`src/rtl/game_session_ctrl.sv`:
```
// game_session_ctrl: runs one game session after the credit stage reports a
// spendable credit. It debounces-by-synchronising the start button, issues a
// one-cycle startGameNow to spend the credit, then counts guesses until a win,
// or until MAX_ROUNDS misses end the game as a loss.
//
// Optional build macro: ROUND_TIMEOUT_EN adds a per-round timer. After
// TIMEOUT_CYCLES cycles in PLAY without a guess, the round counts as an
// incorrect guess.
//
// Ports:
//   CLOCK_50      in   system clock
//   reset_L       in   asynchronous active-low reset
//   startButton   in   raw start button (asynchronous, active-high)
//   ready         in   credit available, code loaded, no game running
//   guessSubmit   in   one-cycle pulse, a guess has been scored
//   guessCorrect  in   qualified by guessSubmit, the guess matched
//   clearGame     in   return to idle from WIN/LOSE
//   startGameNow  out  one-cycle pulse, spend one credit
//   gamePlaying   out  game in progress (START or PLAY)
//   gameWon       out  last game ended with a correct guess
//   gameLost      out  last game used all rounds
//   roundNum      out  guesses consumed in current/last game
module game_session_ctrl #(
   parameter int unsigned MAX_ROUNDS     = 10,
   parameter int unsigned TIMEOUT_CYCLES = 1500000000
) (
   input  logic       CLOCK_50,
   input  logic       reset_L,
   input  logic       startButton,
   input  logic       ready,
   input  logic       guessSubmit,
   input  logic       guessCorrect,
   input  logic       clearGame,
   output logic       startGameNow,
   output logic       gamePlaying,
   output logic       gameWon,
   output logic       gameLost,
   output logic [3:0] roundNum
);

   localparam int unsigned RW = 4;
   localparam int unsigned CW = 32;

   typedef enum logic [2:0] {
      S_IDLE,
      S_START,
      S_PLAY,
      S_WIN,
      S_LOSE
   } state_t;

   state_t          r_state;
   state_t          w_next;
   logic [RW-1:0]   r_round;
   logic [RW-1:0]   w_round_next;

   logic            r_sync1;
   logic            r_sync2;
   logic            r_sync3;
   logic            r_start_req;

   logic            r_start_now;
   logic            r_playing;
   logic            r_won;
   logic            r_lost;

   logic            w_start_ok;
   logic            w_expire;
   logic            w_miss;

   // Two-flop synchroniser, then a registered rising-edge detect.
   always_ff @(posedge CLOCK_50 or negedge reset_L) begin
      if (!reset_L) begin
         r_sync1     <= 1'b0;
         r_sync2     <= 1'b0;
         r_sync3     <= 1'b0;
         r_start_req <= 1'b0;
      end else begin
         r_sync1     <= startButton;
         r_sync2     <= r_sync1;
         r_sync3     <= r_sync2;
         r_start_req <= r_sync2 & ~r_sync3;
      end
   end

   assign w_start_ok = r_start_req & ready;

`ifdef ROUND_TIMEOUT_EN
   logic [CW-1:0] r_tmo_cnt;

   // A guess in the expiry cycle takes priority, so expiry needs no guess.
   assign w_expire = (r_state == S_PLAY) && !guessSubmit &&
                     (r_tmo_cnt == CW'(TIMEOUT_CYCLES - 1));

   // Round timer: counts only while staying in PLAY without a guess.
   always_ff @(posedge CLOCK_50 or negedge reset_L) begin
      if (!reset_L) begin
         r_tmo_cnt <= '0;
      end else if ((r_state != S_PLAY) || (w_next != S_PLAY) ||
                   guessSubmit || w_expire) begin
         r_tmo_cnt <= '0;
      end else begin
         r_tmo_cnt <= r_tmo_cnt + CW'(1);
      end
   end
`else
   logic w_unused_tmo;
   assign w_unused_tmo = ^(CW'(TIMEOUT_CYCLES));
   assign w_expire     = 1'b0;
`endif

   // An expired round is handled exactly like a wrong guess.
   assign w_miss = (guessSubmit & ~guessCorrect) | w_expire;

   // Next-state and round counter.
   always_comb begin
      w_next       = r_state;
      w_round_next = r_round;
      case (r_state)
         S_IDLE: begin
            if (w_start_ok) begin
               w_next       = S_START;
               w_round_next = '0;
            end
         end
         S_START: begin
            w_next = S_PLAY;
         end
         S_PLAY: begin
            if (guessSubmit && guessCorrect) begin
               w_next       = S_WIN;
               w_round_next = r_round + RW'(1);
            end else if (w_miss) begin
               if (r_round == RW'(MAX_ROUNDS - 1)) begin
                  w_next       = S_LOSE;
                  w_round_next = RW'(MAX_ROUNDS);
               end else begin
                  w_round_next = r_round + RW'(1);
               end
            end
         end
         S_WIN, S_LOSE: begin
            // A replay request beats a simultaneous clear.
            if (w_start_ok) begin
               w_next       = S_START;
               w_round_next = '0;
            end else if (clearGame) begin
               w_next = S_IDLE;
            end
         end
         default: begin
            w_next       = S_IDLE;
            w_round_next = '0;
         end
      endcase
   end

   // State register with outputs registered from the next state.
   always_ff @(posedge CLOCK_50 or negedge reset_L) begin
      if (!reset_L) begin
         r_state     <= S_IDLE;
         r_round     <= '0;
         r_start_now <= 1'b0;
         r_playing   <= 1'b0;
         r_won       <= 1'b0;
         r_lost      <= 1'b0;
      end else begin
         r_state     <= w_next;
         r_round     <= w_round_next;
         r_start_now <= (w_next == S_START);
         r_playing   <= (w_next == S_START) || (w_next == S_PLAY);
         r_won       <= (w_next == S_WIN);
         r_lost      <= (w_next == S_LOSE);
      end
   end

   assign startGameNow = r_start_now;
   assign gamePlaying  = r_playing;
   assign gameWon      = r_won;
   assign gameLost     = r_lost;
   assign roundNum     = r_round;

endmodule
```
`config.mk`:
```
export PLATFORM = sky130hd
export DESIGN_NAME = game_session_ctrl
export DESIGN_NICKNAME = d
export VERILOG_FILES = /design/src/rtl/game_session_ctrl.sv
export SDC_FILE = /design/constraint.sdc
export NUM_CORES = 1
export LEC_CHECK = 0
export CAP_MARGIN = 10
export CORE_MARGIN = 3
export CORE_UTILIZATION = 49
export CTS_CLUSTER_SIZE = 10
export DETAILED_ROUTE_END_ITERATION = 8
export PLACE_DENSITY = 0.74
export SLEW_MARGIN = 25
export SYNTH_ARGS = -nofsm -noshare
export SYNTH_HDL_FRONTEND = slang
export SYNTH_SLANG_ARGS = --single-unit
```
`constraint.sdc`:
```
create_clock -name CLOCK_50 -period 2.3 [get_ports CLOCK_50]
set_input_delay 0.46 -clock CLOCK_50 [delete_from_list [all_inputs] [get_ports CLOCK_50]]
set_output_delay 0.46 -clock CLOCK_50 [all_outputs]
set_load 0.05 [all_outputs]
```
Word-level counts from Yosys, hierarchy flattened:

Cells that the tools add are included.

* bitwise logic cells: 6
* add/subtract/negate cells: 1
* equality and inequality tests: 11
* muxes and demuxes: 12
* reductions and logical operators: 6

Operators with widths (number)
* 2-to-1 mux 3 bit: 6
* 2-to-1 mux 4 bit: 4
* equality test 3 x 2 -> 1 bit (second input constant): 4
* one-hot mux 3 bit (4 select lines): 1
* one-hot mux 4 bit (3 select lines): 1
* equality test 3 x 1 -> 1 bit (second input constant): 2
* equality test 3 bit (second input constant): 2
* adder 4 x 1 -> 4 bit (second input constant): 1
* equality test 4 bit (second input constant): 1
* bitwise AND 1 bit: 3
* zero test 3 bit: 1
* != test 3 bit (second input constant): 1
* inverter 1 bit: 3
* AND reduction 3 bit: 1
* OR reduction 3 bit: 1
* != test 2 x 1 -> 1 bit (second input constant): 1
* OR reduction 2 bit: 1
* logical AND 1 bit: 1
* logical OR 1 bit: 1

* logic and storage cells: 46
* output and inout bits: 8
* bits of input ports: 7
* bits in registers: 15

Longest topological paths before layout:

* depth after elaboration: 7
* mapped depth: 5
* gate-level depth less buffers: 5

Worst setup path before layout:

Ideal clock, no wire load.

* kind: reg-to-reg
* start: reg r_round[0], in the netlist roundNum[0]
* end: reg r_won, in the netlist gameWon
* setup time: 0.130 ns
* path slack: 0.778 ns
* cell stages (with the launch flop): 5
* required time: 2.170 ns
* clock period less this slack: 1.522 ns
* path buffers: 0
* arrival time: 1.392 ns
* cells stage by stage: dfrtp_1 ha_1 nand4_1 a21o_1 nor2b_1

* cells in the longest elaborated chain, start to end: 6

Ends and longest elaborated chain
* start: declaration: line 54 `logic [RW-1:0] r_round;`
* start signal: assignment: line 169 `r_round <= w_round_next;`
* equality test 4 bit: line 134 `if (r_round == RW'(MAX_ROUNDS - 1)) begin`
* 2-to-1 mux 3 bit: line 134
* 2-to-1 mux 3 bit: line 133 `end else if (w_miss) begin`
* 2-to-1 mux 3 bit: line 130 `if (guessSubmit && guessCorrect) begin`
* one-hot mux 3 bit (4 select lines): line 119 `case (r_state)`
* net w_next[1]: line 53 `state_t w_next;`
* equality test 3 x 2 -> 1 bit: line 172 `r_won <= (w_next == S_WIN);`
* end signal: assignment: line 172
* end: declaration: line 64 `logic r_won;`

The timed path passes the listed nets, and every way through them passes these cells.
A chain may end at the register's enable or synchronous reset.

Worst setup path in the final report:

* start: reg r_round[2], in the netlist roundNum[2]
* end: out roundNum[2]

RTL lines
* end: declaration: line 38 `output logic [3:0] roundNum`

No word-level cell between the ends.

==> impl_metrics.ini <==
[synth]
synth_area_leaders = dfrtp_1 (55%), o21ai_2 (3.8%), ha_1 (3.6%)
synthCells = 61
netlist_area_um2 = 688
synthDistinctLibCells = 26
ys_ff_latch = 15
yosysTopAreaCell = dfrtp_1
syn_area_per_cell_um2 = 11.3
synth_warnings = 0
synth_fp_nets = 70
synth_top_area_share_pct = 54.5
seq_area_frac_synth_pct = 54.5

[worst_setup_path]
critPathBufInv = 1
start_kind = flip-flop
r2r_cells = 4
crit_path_end_kind = output port
critPathLaunch = roundNum[2]
endpoint = roundNum[2]
path_cells = clkdlybuf4s50_1
cp_max_fo = 6
slowest_delay_ns = 0.85
crit_required_ns = 1.84
arrival_ns = 1.60
rrSetupSlack_ns = 0.85
reg2reg_to = roundNum[1]
critical_path_class = flip-flop to output port
crit_slowest_cell = clkdlybuf4s50_1
cp.depth = 1
critical-path-top-delay-family = buffers and inverters
regToRegStartpoint = r_state[0]

[detailed_routing]
drt_wl_total_mm = 1.38
drt_iter0_markers = 6
vias = 529
wire_per_inst_um = 14.9
drt-vias-per-instance = 5.75
antenna_left = 0
drc = 0
drtPass1Iterations = 4

[sta]
finalSetupViolations = 0
rsz0062_at_grt = no
max_freq_ghz = 0.485
finalCritPeriodShare_pct = 89.7
worst_pin_slew_ns = 0.646
finClkSkew_ns = 0.00149
finalCriticalPeriod_ns = 2.06
relSlewSlack_pct = 56.8
final_max_slew_viol_count = 0
hold_violations = 0
final.setup.tns_ns = 0

[placement]
port_buffers = 14
dpl.hpwl_mm = 1.03
place.gp.congestion = 0.738
place_area_um2 = 835
place_inst = 88

[final_layout]
num_antenna_cells = 0
area_delta_synth_final_pct = 25.1
post-route-util_pct = 71.7
fin_cells = 92
fillers = 96
multiInputGateArea_um2 = 290
drive_gt1_share_pct = 10.3
nets = 88
regArea_um2 = 375
fin_area_um2 = 861

[grt]
grt_overflow = 0
grt.total_usage_pct = 16.9
grt_antenna_before_repair = 0
grt_pass1_wl_mm = 2.39
grt_max_degree = 16
grt_pass1_vias = 549

[clock_network]
clk_pin_slew_ns = 0.08
cts_buffers = 3
postCtsHoldBufs = 0
clk_latency_ns = 0.27
root_buffer = clkbuf_4
cts.path.max_buffers = 2
cts.sinks = 15
cts_resized = 0
cts_setup_buffers = 0
htreeDepth = 1
cts_tree = built

[run]
maxCapViolCount = 0

[power]
power_density_mw_per_mm2 = 1230
worst_ir_drop_vdd_mv = 1.07
p_leak_nw = 0.381
power.total_mw = 1.06

[floorplanning]
core_area_mm2 = 0.00120
dieArea_mm2 = 0.00189
io_pins = 15
fp.dieW_um = 43.5
die_h_um = 43.5
initial_core_util_pct = 57.3
rows = 12

[min_path]
hold_path_class = flip-flop to flip-flop
whs_path_depth = 0
hold_start = r_sync1

[status]
outcome = completed
-- cell usage after synthesis --
| cell | n |
|---|---|
| nor2_1 | 6 |
| nor2b_1 | 2 |
| o21ai_2 | 3 |
| a21o_1 | 2 |
| a21oi_1 | 3 |
| o22a_1 | 1 |
| nand2b_1 | 2 |
| nand3b_1 | 1 |
| buf_6 | 1 |
| o21ai_1 | 1 |
| a211o_1 | 1 |
| o21ai_0 | 1 |
| or3b_1 | 1 |
| a31oi_1 | 1 |
| and3_1 | 1 |
| nand3_1 | 2 |
| nand4_1 | 3 |
| ha_1 | 2 |
| or4b_4 | 1 |
| nand2_1 | 3 |
| inv_1 | 3 |
| o31ai_1 | 2 |
| xnor2_1 | 1 |
| o211ai_4 | 1 |
| o22ai_1 | 1 |
| dfrtp_1 | 15 |
-- layout make-up --
class                   instances  area share (%)
clock buffers                   4            3.05
inverters                       3            1.31
multi-input cells              42            33.7
flip-flops and latches         15            43.6
well taps                      14            2.03
repair buffers                 14            16.3
-- where the power goes --
part	total [mW]	leakage, nW	internal (mW)	switching, mW
Sequential	0.400	0.194	0.324	0.0758
Clock	0.144	0.0150	0.0672	0.0764
Combinational	0.514	0.173	0.190	0.324
Total	1.06	0.381	0.581	0.476
-- per-layer routing --
metal	up-vias	share of wire (%)	GRT usage, %	wire [um]
met3	2	5.5	3.73	76
met4	0	0.36	6.63	5
met5	-	0	0	0
li1	255	-	-	-
met1	256	47	22.9	642
met2	16	47	26.5	651
-- registers in the layout, indices dropped and copies added, names as in the netlist --
name	flops
startGameNow	1
r_sync2	1
r_sync1	1
r_state	3
r_sync3	1
r_start_req	1
gamePlaying	1
roundNum	4
gameWon	1
gameLost	1
-- worst min path at each step --
| stage | to | slack [ns] |
|---|---|---|
| after floorplan | gameLost | 0.16 |
| after global placement | r_sync2 | 0.33 |
| after detailed placement | r_sync2 | 0.34 |
| after CTS | r_sync2 | 0.36 |
| after global routing | r_sync2 | 0.36 |
| final | r_sync2 | 0.36 |
-- metrics by stage --
step                hold slack, ns  setup slack, ns
floorplan                    0.164            0.778
global placement             0.335            0.447
detailed placement           0.342            0.407
CTS                          0.362            0.216
global route                 0.365            0.174
finish                       0.359            0.236
-- cell usage in the layout, fill, tap and decap left out --
cell type,instances
o211ai_4,1
a31oi_1,1
ha_1,2
o21ai_0,1
clkbuf_4,3
nand3b_1,1
clkdlybuf4s50_1,14
o21ai_2,3
nand2_1,3
o21ai_1,1
or3b_1,1
a211o_1,1
and3_1,1
o31ai_1,2
nand2b_1,2
inv_1,3
nor2_1,6
a21o_1,2
clkbuf_1,1
or4b_4,1
o22a_1,1
o22ai_1,1
nand3_1,2
a21oi_1,3
nor2b_1,2
dfrtp_1,15
xnor2_1,1
nand4_1,3
-- cell families after synthesis --
kind of cell / after synthesis / share of synthesized area [%]
buffers and inverters: 4 / 3.27
adders and majority gates: 2 / 3.64
xor gates and xnor gates: 1 / 1.27
DFF: 15 / 54.5
and+or+nand+nor: 22 / 18.0
AOI/OAI and AO/OA: 17 / 19.3
No activity file was read; power rests on OpenSTA's default activity.
